<file path="src/rtl/adder_tree_acc_pkg.sv">
// Shared helpers for tree-based neuron blocks: width arithmetic, beat tags, FSM states.
// Latency: none (types and constant functions only).
// Backpressure: none.
package adder_tree_acc_pkg;

  // Frame accumulator states.
  typedef enum logic [0:0] {
    IDLE  = 1'b0,
    ACCUM = 1'b1
  } state_t;

  // Beat qualifier travelling alongside the tree data.
  typedef struct packed {
    logic vld;
    logic lst;
  } tag_t;

  // Number of registered tree levels; a single lane still gets one register.
  function automatic int tree_lvls(input int p);
    return (p <= 1) ? 1 : $clog2(p);
  endfunction

  // Element width at tree level k (full growth, one bit per level).
  function automatic int lvl_w(input int d, input int k);
    return d + k;
  endfunction

  // Element count at tree level k: ceil(p / 2^k).
  function automatic int lvl_n(input int p, input int k);
    return (p + (1 << k) - 1) >> k;
  endfunction

  // Full-precision frame accumulator width.
  function automatic int acc_w(input int d, input int p, input int a);
    return d + $clog2(p) + $clog2(a);
  endfunction

  // Beat counter width, able to hold the value a.
  function automatic int cnt_w(input int a);
    return $clog2(a + 1);
  endfunction

  // Bit offset of level k inside the flattened tree bus.
  function automatic int bus_off(input int p, input int d, input int k);
    int o;
    o = 0;
    for (int j = 0; j < k; j++) begin
      o += lvl_n(p, j) * lvl_w(d, j);
    end
    return o;
  endfunction

endpackage

</file>
<file path="src/rtl/adder_tree_acc_tree_level.sv">
// One reduction level: N signed lanes in, ceil(N/2) lanes out, one bit wider.
// Latency: 1 cycle, data and tag registered together.
// Backpressure: none, accepts a beat every cycle.
module adder_tree_acc_tree_level
  import adder_tree_acc_pkg::*;
#(
  parameter int N = 5,
  parameter int W = 8
) (
  input  logic                         clk,
  input  logic                         rst_n,
  input  logic [N*W-1:0]               d_dat,
  input  tag_t                         d_tag,
  output logic [((N+1)/2)*(W+1)-1:0]   q_dat,
  output tag_t                         q_tag
);

  localparam int NO = (N + 1) / 2;

  logic [NO*(W+1)-1:0] sum;

  for (genvar i = 0; i < NO; i++) begin : g_pair
    logic [W-1:0] a;
    assign a = d_dat[2*i*W +: W];
    if (2*i + 1 < N) begin : g_add
      logic [W-1:0] b;
      assign b = d_dat[(2*i+1)*W +: W];
      assign sum[i*(W+1) +: W+1] = {a[W-1], a} + {b[W-1], b};
    end else begin : g_pass
      // Odd leftover lane is only sign-extended to keep widths uniform.
      assign sum[i*(W+1) +: W+1] = {a[W-1], a};
    end
  end

  // Data register, no reset needed: it is qualified by the tag.
  always_ff @(posedge clk) begin
    q_dat <= sum;
  end

  // Tag register; last only counts when it rides on a valid beat.
  always_ff @(posedge clk) begin
    if (!rst_n) begin
      q_tag <= '0;
    end else begin
      q_tag.vld <= d_tag.vld;
      q_tag.lst <= d_tag.lst & d_tag.vld;
    end
  end

endmodule

</file>
<file path="src/rtl/adder_tree_acc.sv">
// Signed lane sum per beat via registered tree, accumulated into one frame sum (ADDER_TREE_ACC_SAT_EN: saturate).
// Latency: last beat at din to dout_valid = L+1 cycles, L = tree levels (1 when PARALLEL=1).
// Backpressure: none; 1 beat/cycle, frames back-to-back, consumer must take every dout_valid pulse.
module adder_tree_acc
  import adder_tree_acc_pkg::*;
#(
  parameter int DIN_WIDTH  = 8,
  parameter int PARALLEL   = 5,
  parameter int ACC_LEN    = 16,
  parameter int DOUT_WIDTH = acc_w(DIN_WIDTH, PARALLEL, ACC_LEN)
) (
  input  logic                          clk,
  input  logic                          rst_n,
  input  logic [DIN_WIDTH*PARALLEL-1:0] din,
  input  logic                          din_valid,
  input  logic                          din_last,
  output logic [DOUT_WIDTH-1:0]         dout,
  output logic                          dout_valid,
  output logic                          dout_ovf
);

  localparam int L     = tree_lvls(PARALLEL);
  localparam int ACC_W = acc_w(DIN_WIDTH, PARALLEL, ACC_LEN);
  localparam int CNT_W = cnt_w(ACC_LEN);
  localparam int TW    = DIN_WIDTH + L;
  localparam int BUS_W = bus_off(PARALLEL, DIN_WIDTH, L + 1);

  localparam logic [CNT_W-1:0] ONE_C = CNT_W'(1);
  localparam logic [CNT_W-1:0] LEN_C = CNT_W'(ACC_LEN);

  // All tree levels packed back to back; level 0 is the raw input.
  logic [BUS_W-1:0] lvl_bus;
  tag_t             lvl_tag [0:L];

  assign lvl_bus[DIN_WIDTH*PARALLEL-1:0] = din;
  assign lvl_tag[0] = {din_valid, din_last};

  for (genvar k = 0; k < L; k++) begin : g_lvl
    localparam int NI = lvl_n(PARALLEL, k);
    localparam int NO = lvl_n(PARALLEL, k + 1);
    localparam int WI = lvl_w(DIN_WIDTH, k);
    localparam int OI = bus_off(PARALLEL, DIN_WIDTH, k);
    localparam int OO = bus_off(PARALLEL, DIN_WIDTH, k + 1);

    adder_tree_acc_tree_level #(
      .N (NI),
      .W (WI)
    ) u_lvl (
      .clk   (clk),
      .rst_n (rst_n),
      .d_dat (lvl_bus[OI +: NI*WI]),
      .d_tag (lvl_tag[k]),
      .q_dat (lvl_bus[OO +: NO*(WI+1)]),
      .q_tag (lvl_tag[k+1])
    );
  end

  // Tree output beat.
  logic signed [TW-1:0]    t_sum;
  tag_t                    t_tag;
  logic signed [ACC_W-1:0] t_ext;

  assign t_sum = lvl_bus[BUS_W-1 -: TW];
  assign t_tag = lvl_tag[L];
  // The tree value always fits ACC_W, so narrowing here never loses information.
  assign t_ext = ACC_W'(t_sum);

  // Accumulator state.
  state_t                  state, state_n;
  logic signed [ACC_W-1:0] acc, acc_n;
  logic [CNT_W-1:0]        beat_cnt, cnt_n;
  logic [DOUT_WIDTH-1:0]   dout_n;
  logic                    dout_valid_n, dout_ovf_n;

  // Running sum and count including the current beat.
  logic signed [ACC_W-1:0] sum_nxt;
  logic [CNT_W-1:0]        cnt_nxt;
  logic                    close;

  assign sum_nxt = (state == IDLE) ? t_ext : acc + t_ext;
  assign cnt_nxt = (state == IDLE) ? ONE_C : beat_cnt + ONE_C;
  assign close   = t_tag.vld && (t_tag.lst || (cnt_nxt == LEN_C));

  // Output formatting of the closing sum.
  logic [DOUT_WIDTH-1:0] fmt_dat;
  logic                  fmt_ovf;

  if (DOUT_WIDTH >= ACC_W) begin : g_wide
    assign fmt_dat = DOUT_WIDTH'(sum_nxt);
    assign fmt_ovf = 1'b0;
  end else begin : g_narrow
    localparam logic [DOUT_WIDTH-1:0] MAX_C = {1'b0, {(DOUT_WIDTH-1){1'b1}}};
    localparam logic [DOUT_WIDTH-1:0] MIN_C = {1'b1, {(DOUT_WIDTH-1){1'b0}}};
    // Fits iff every bit from the output sign bit upward is a copy of the sign.
    logic [ACC_W-DOUT_WIDTH:0] hi;
    assign hi      = sum_nxt[ACC_W-1:DOUT_WIDTH-1];
    assign fmt_ovf = !((&hi) || !(|hi));
`ifdef ADDER_TREE_ACC_SAT_EN
    assign fmt_dat = fmt_ovf ? (sum_nxt[ACC_W-1] ? MIN_C : MAX_C)
                             : sum_nxt[DOUT_WIDTH-1:0];
`else
    assign fmt_dat = sum_nxt[DOUT_WIDTH-1:0];
`endif
  end

  // Next-state: start, extend or close a frame on each valid tree beat.
  always_comb begin
    state_n      = state;
    acc_n        = acc;
    cnt_n        = beat_cnt;
    dout_n       = dout;
    dout_valid_n = 1'b0;
    dout_ovf_n   = dout_ovf;
    if (t_tag.vld) begin
      acc_n = sum_nxt;
      if (close) begin
        state_n      = IDLE;
        cnt_n        = '0;
        dout_n       = fmt_dat;
        dout_valid_n = 1'b1;
        dout_ovf_n   = fmt_ovf;
      end else begin
        state_n = ACCUM;
        cnt_n   = cnt_nxt;
      end
    end
  end

  // State and output registers; reset drops any partial frame.
  always_ff @(posedge clk) begin
    if (!rst_n) begin
      state      <= IDLE;
      acc        <= '0;
      beat_cnt   <= '0;
      dout       <= '0;
      dout_valid <= 1'b0;
      dout_ovf   <= 1'b0;
    end else begin
      state      <= state_n;
      acc        <= acc_n;
      beat_cnt   <= cnt_n;
      dout       <= dout_n;
      dout_valid <= dout_valid_n;
      dout_ovf   <= dout_ovf_n;
    end
  end

endmodule
</file>
<file path="config.mk">
export PLATFORM = sky130hd
export DESIGN_NAME = adder_tree_acc
export DESIGN_NICKNAME = d
export VERILOG_FILES = /design/src/rtl/adder_tree_acc_pkg.sv /design/src/rtl/adder_tree_acc_tree_level.sv /design/src/rtl/adder_tree_acc.sv
export SDC_FILE = /design/constraint.sdc
export NUM_CORES = 1
export LEC_CHECK = 0
export ABC_AREA = 1
export ABC_CLOCK_PERIOD_IN_PS = 4350
export BUFFER_PORTS_ARGS = -buffer_cell sky130_fd_sc_hd__buf_2
export CAP_MARGIN = 20
export CORE_MARGIN = 10
export CORE_UTILIZATION = 60
export CTS_CLUSTER_SIZE = 30
export DETAILED_ROUTE_END_ITERATION = 8
export GPL_TIMING_DRIVEN = 0
export PLACE_DENSITY = 0.83
export SYNTH_ARGS = -nofsm -noshare
export SYNTH_HDL_FRONTEND = slang
export SYNTH_SLANG_ARGS = --single-unit
</file>
<file path="constraint.sdc">
create_clock -name clk -period 4.35 [get_ports clk]
set_input_delay 0.87 -clock clk [delete_from_list [all_inputs] [get_ports clk]]
set_output_delay 0.87 -clock clk [all_outputs]
set_load 0.01 [all_outputs]
</file>
==> results of run 1 <==
==> kinds of logic (layout without fill, tap and decap cells) <==
family	count (synthesis)	count (layout)	share of synthesized area
other	1	1	0.000724
xor gates and xnor gates	31	31	0.0524
adders and majority gates	55	55	0.140
AOI/OAI and AO/OA	82	82	0.0852
buffers and inverters	105	180	0.0809
DFF	98	98	0.379
and+or+nand+nor	316	316	0.262
==> critical path: stages (launching register included) <==
cell and delay [ns]:
dfxtp_1 0.36, ha_1 0.19, inv_1 0.07, fa_1 0.36, inv_1 0.13, nand3_1 0.08
nand3_1 0.14, nand3_1 0.14, nand3_1 0.09, nand2_1 0.05, nand3_1 0.11, nand2_1 0.11
nand2_1 0.09, nand2_1 0.04
==> cell usage after synthesis, drive strengths merged <==
master / n
dfxtp: 98
o211ai: 4
conb: 1
nand3: 52
ha: 50
clkinv: 1
o21bai: 2
xnor2: 7
buf: 8
nand3b: 4
nand2: 182
inv: 91
clkbuf: 5
a211oi: 1
o21ai: 32
xor2: 24
a31oi: 1
nand4: 13
nor3b: 2
a21o: 2
a21oi: 39
o2111ai: 1
and2: 1
fa: 5
nor2: 56
or2: 2
nor3: 4
==> final cells by class <==
cell class | instances | share of cell area
Inverter | 92 | 0.0598
Buffer | 13 | 0.0123
Sequential cell | 98 | 0.337
Clock buffer | 9 | 0.0213
Multi-Input combinational cell | 485 | 0.481
Clock inverter | 7 | 0.0148
Tap cell | 105 | 0.0226
Timing Repair Buffer | 59 | 0.0507
==> metal layers <==
metal | up-vias | part of all wire
met5 | - | 0
met4 | 0 | 0.013
met3 | 10 | 0.069
met2 | 166 | 0.46
met1 | 2108 | 0.46
li1 | 2354 | -
==> sequential cells by signal, indices dropped and copies added (netlist names) <==
signal             count
g_lvl.u_lvl.q_dat     55
acc                   15
dout                  15
g_lvl.u_lvl.q_tag      6
beat_cnt               5
dout_valid             1
state                  1
==> final timing paths <==
check / end / from / slack [ns]
max reg2reg: dout[12] / acc[0] / 2.29
min: g_lvl[1].u_lvl.q_dat[14] / g_lvl[0].u_lvl.q_dat[22] / 0.33
max: dout[12] / acc[0] / 2.29
min reg2reg: g_lvl[1].u_lvl.q_dat[14] / g_lvl[0].u_lvl.q_dat[22] / 0.33
==> through the flow <==
step,cell area [sq um],util,instances
2_1_floorplan,5180,-,688
6_report,5820,0.701,868
4_1_cts,5820,0.701,868
3_5_place_dp,5610,0.676,852
5_1_grt,5820,0.701,868
3_3_place_gp,5610,0.676,852
==> power breakdown <==
| group | switching, mW | internal [mW] |
|---|---|---|
| registers | 0.0773 | 1.05 |
| logic | 0.662 | 0.404 |
| clock network | 0.329 | 0.275 |
==> key figures, run 1 <==
Timing
  • Pins Over Slew Limit: 0
  • Setup Skew: 0.00409 ns
  • Setup WS post-layout: 2.29 ns
  • Final Hold Viols: 0
  • Max Freq: 486 MHz
  • Worst-Margin Slew: 0.574 ns
  • Endpoints failing setup: 0
  • WHS: 0.335 ns
  • Relative slew slack: 0.617
  • Final TNS setup: 0 ns
  • Fin crit share: 0.473
  • Unrepaired setup endpoints after global routing: no
  • Period minus WS final: 2.06 ns

GRT
  • GR Util met1: 0.233
  • Vias in the first global route: 4515
  • Antenna violations before repair: 0
  • Gr usage total: 0.184
  • GR peak layer: met2
  • Largest net degree at the start of global routing: 19
  • Met2 usage: 0.299
  • Met3 Usage GRT: 0.0444
  • Grt ovf: 0
  • Global-route wire length before repair: 19900 um

Routing
  • Via count: 4638
  • Vias per cell: 5.34
  • Antenna Nets Post-Route: 0
  • Drt initial violations: 278
  • Post-DR wirelength/cell: 13.4 um
  • DRT Pass-1 Iters: 5
  • Post-Route WL: 11600 um
  • # DRC: 0

Die
  • Die ar.: 12800 sq um
  • Height of the chip: 113 um
  • # rows: 33
  • Chip Width: 113 um
  • # IOs: 61
  • Initial Util: 0.624
  • Core area: 8300 sq um

Cells and area
  • Layout cells sized above 1: 0.119
  • Area of the multi-input gates: 2800 sq um
  • Most common cell after layout, fill and taps aside: nand2_1
  • Final net count: 857
  • Synth-to-layout area growth: 12.3%
  • # diodes: 0
  • Most frequent cells in the layout: nand2_1, dfxtp_1, inv_1
  • Fill cells: 672
  • Reg area: 1960 sq um

Run status
  • Status: finished, final reports clean

Place
  • Hpwl dp: 9290 um
  • GP Congestion: 0.912
  • Setup slack at placement: 1.96 ns
  • Port bufs: 59

Clock tree
  • Clock root buffer: clkbuf_8
  • PostCTS Resize Cnt: 0
  • Hold buffers post-CTS: 0
  • Reg clk slew, reported paths: 0.10 ns
  • CTS tree: built
  • Longest Clk Path Bufs: 2
  • Number of CTS-inserted buffers: 9
  • Setup repair bufs after CTS: 0
  • # H-tree levels: 3
  • Clock Latency Late Sink: 0.37 ns
  • CTS sink cnt: 98

Synthesis
  • Syn Area/Cell: 7.53 sq um
  • Netlist cell types: 37
  • Sequential area share after synthesis: 0.379
  • Mapped Cells: 688
  • Synth Register Bits: 98
  • Syn Nets: 787
  • Synth top area cells: dfxtp_1, nand2_1, ha_1
  • Top cell type's share of synthesized area: 0.379
  • Synthesized area: 5180 sq um
  • YS warnings: 0
  • Area leader, netlist: dfxtp_1

Setup path
  • Critical path launch point type: flip-flop
  • CP endpoint kind: flip-flop
  • Crit path max fanout: 4
  • Critical path data required time: 4.62 ns
  • R2R cell count: 13
  • Critical Path AT: 2.33 ns
  • CP Class: flip-flop to flip-flop

Power and ir drop
  • Pwr Total: 2.80 mW
  • Pwr dens: 481 nW/um^2
  • Max VDD drop: 212 uV
  • P_leak: 3.11 nW

Worst hold path
  • WHS Path Cells: 0
  • Hold Crit Class: flip-flop to flip-flop

Job
  • Max cap viols: 0
Power figures use the tool's default switching activity.
==> run 2, diff against run 1 <==
ABC_CLOCK_PERIOD_IN_PS = 2100   (was 4350)
CORE_UTILIZATION = 59   (was 60)
PLACE_DENSITY = 0.82   (was 0.83)
clock period = 2.1 ns   (was 4.35 ns; I/O delays follow)
==> run 2 against run 1 <==
Fmax grew 5.0%. Power grew 110%. Setup slack lost 2.2 ns. Combinational power grew 110%. Clock skew grew 0.0051 ns. Flip-flop and latch count is the same. Largest power group unchanged.
==> key figures, run 2 (synthesized netlist as in run 1, its figures left out) <==
Routing
  • Post-DR wirelength/cell: 13.6 um (was 13.4 um)
  • Drt initial violations: 321 (was 278)
  • Vias per cell: 5.28 (was 5.34)
  • # DRC: 0 (unchanged)
  • Antenna Nets Post-Route: 0 (unchanged)
  • DRT Pass-1 Iters: 6 (was 5)
  • Via count: 4596 (was 4638)
  • Post-Route WL: 11800 um (was 11600 um)

Cells and area
  • Most common cell after layout, fill and taps aside: nand2_1 (unchanged)
  • Max reg flops: 55 (unchanged)
  • Synth-to-layout area growth: 12.5% (was 12.3%)
  • # diodes: 0 (unchanged)
  • Most frequent cells in the layout: nand2_1, dfxtp_1, inv_1 (unchanged)
  • Largest registers: g_lvl.u_lvl.q_dat (55), acc (15), dout (15) (unchanged)
  • Layout cells sized above 1: 0.123 (was 0.119)
  • Area of the multi-input gates: 2810 sq um (was 2800 sq um)
  • Reg area: 1960 sq um (unchanged)
  • Finished Core Util: 0.675 (was 0.701)
  • Fill cells: 734 (was 672)
  • Final net count: 857 (unchanged)
  • Largest register by flop count: g_lvl.u_lvl.q_dat (unchanged)

Die
  • Initial Util: 0.600 (was 0.624)
  • Die ar.: 12900 sq um (was 12800 sq um)
  • Height of the chip: 114 um (was 113 um)
  • Core area: 8640 sq um (was 8300 sq um)
  • # IOs: 61 (unchanged)
  • # rows: 34 (was 33)
  • Chip Width: 114 um (was 113 um)

GRT
  • Vias in the first global route: 4517 (was 4515)
  • Grt ovf: 0 (unchanged)
  • Global-route wire length before repair: 20300 um (was 19900 um)
  • Largest net degree at the start of global routing: 19 (unchanged)
  • Gr usage total: 0.188 (was 0.184)
  • Antenna violations before repair: 0 (unchanged)

Clock tree
  • # H-tree levels: 3 (unchanged)
  • PostCTS Resize Cnt: 0 (unchanged)
  • Setup repair bufs after CTS: 0 (unchanged)
  • Clock root buffer: clkbuf_8 (unchanged)
  • Reg clk slew, reported paths: 0.10 ns (about the same)
  • CTS sink cnt: 98 (unchanged)
  • CTS tree: built (unchanged)
  • Hold buffers post-CTS: 0 (unchanged)
  • Longest Clk Path Bufs: 2 (unchanged)
  • Number of CTS-inserted buffers: 9 (unchanged)
  • Clock Latency Late Sink: 0.36 ns (was 0.37 ns)

Run status
  • Status: finished, final reports clean (unchanged)

Power and ir drop
  • Combinational Power Share: 0.381 (about the same)
  • P_sw: 2.22 mW (was 1.07 mW)
  • Max VDD drop: 468 uV (was 212 uV)
  • Register share of total power: 0.404 (was 0.403)
  • P_leak: 3.12 nW (was 3.11 nW)
  • Clk network pwr share: 0.215 (was 0.216)
  • Internal Power: 3.59 mW (was 1.73 mW)
  • Pwr dens: 997 nW/um^2 (was 481 nW/um^2)
  • Net Sw Frac: 0.382 (about the same)

Setup path
  • Critical Path AT: 2.22 ns (was 2.33 ns)
  • Critical path launch point type: flip-flop (unchanged)
  • CP Class: flip-flop to flip-flop (unchanged)
  • Critical path data required time: 2.36 ns (was 4.62 ns)
  • Crit path max fanout: 4 (unchanged)
  • CP endpoint kind: flip-flop (unchanged)
  • R2r setup slk: 0.14 ns (was 2.29 ns)

Timing
  • WHS: 0.146 ns (was 0.335 ns)
  • Worst-Margin Slew: 0.610 ns (was 0.574 ns)
  • Pins Over Slew Limit: 0 (unchanged)
  • Max Freq: 511 MHz (was 486 MHz)
  • Setup Skew: 0.00920 ns (was 0.00409 ns)
  • Relative slew slack: 0.594 (was 0.617)
  • Period minus WS final: 1.96 ns (was 2.06 ns)
  • Final TNS setup: 0 ns (unchanged)
  • Setup WS post-layout: 0.142 ns (was 2.29 ns)
  • Fin crit share: 0.932 (was 0.473)
  • Endpoints failing setup: 0 (unchanged)
  • Final Hold Viols: 0 (unchanged)

Place
  • GP Congestion: 0.972 (was 0.912)
  • Setup slack at placement: 0.106 ns (was 1.96 ns)
  • Hpwl dp: 9260 um (was 9290 um)
  • Port bufs: 59 (unchanged)

Worst hold path
  • Hold Crit Class: input port to flip-flop (was flip-flop to flip-flop)

Job
  • Max cap viols: 0 (unchanged)
==> run 2: cell types whose count changed in the layout (fill, tap and decap cells not counted) <==
cell	delta
clkinv_4	-2
inv_8	+2
nand3_1	-2
nand3_2	+2
clkinv_8	-1
clkinvlp_4	+1
inv_1	-1
inv_2	+1
o21ai_0	-1
o21ai_1	+1
==> run 2: path summary, 6_finish.rpt <==
path / from / endpoint / depth (start not counted)
max: g_lvl[2].u_lvl.q_dat[0] / dout[12] / 13
min: din[39] / g_lvl[0].u_lvl.q_dat[25] / 1
max reg2reg: g_lvl[2].u_lvl.q_dat[0] / dout[12] / 13
min reg2reg: g_lvl[0].u_lvl.q_dat[18] / g_lvl[1].u_lvl.q_dat[10] / 0
==> run 2: layout make-up <==
| class | instances | share of cell area |
|---|---|---|
| multi-input cells | 485 | 0.482 |
| flip-flops and latches | 98 | 0.337 |
| inverters | 92 | 0.0597 |
| repair buffers | 59 | 0.0507 |
| well taps | 108 | 0.0232 |
| clock buffers | 9 | 0.0212 |
| clock inverters | 7 | 0.0142 |
| plain buffers | 13 | 0.0122 |
==> run 2: layer usage <==
metal / vias up / share of wire / GRT usage
li1: 2352 / - / -
met1: 2082 / 0.46 / 0.239
met2: 141 / 0.46 / 0.301
met3: 21 / 0.065 / 0.0520
met4: 0 / 0.016 / 0.0609
met5: - / 0 / 0
==> run 2: worst max-delay path, cell delays in order (launching register included) <==
cell	delay, ns
dfxtp_1	0.37
ha_1	0.18
inv_1	0.06
fa_1	0.37
inv_2	0.09
nand3_1	0.08
nand3_2	0.12
nand3_1	0.11
nand3_1	0.08
nand2_1	0.05
nand3_1	0.11
nand2_1	0.11
nand2_1	0.09
nand2_1	0.04
==> run 2: power by group through the flow <==
stage / Combinational, mW / Clock [mW] / Sequential [mW]
3_5_place_dp: 2.15 / 0 / 2.38
6_report: 2.22 / 1.25 / 2.35
3_3_place_gp: 2.10 / 0 / 2.38
4_1_cts: 2.18 / 1.27 / 2.35
5_1_grt: 2.54 / 1.35 / 2.38
2_1_floorplan: 1.67 / 0 / 2.32
==> run 2: metrics by stage <==
| step | power, mW | instance area, sq um | instances |
|---|---|---|---|
| 2_1_floorplan | 3.99 | 5180 | 688 |
| 3_3_place_gp | 4.48 | 5610 | 855 |
| 3_5_place_dp | 4.53 | 5610 | 855 |
| 4_1_cts | 5.80 | 5820 | 871 |
| 5_1_grt | 6.27 | 5830 | 871 |
| 6_report | 5.81 | 5830 | 871 |
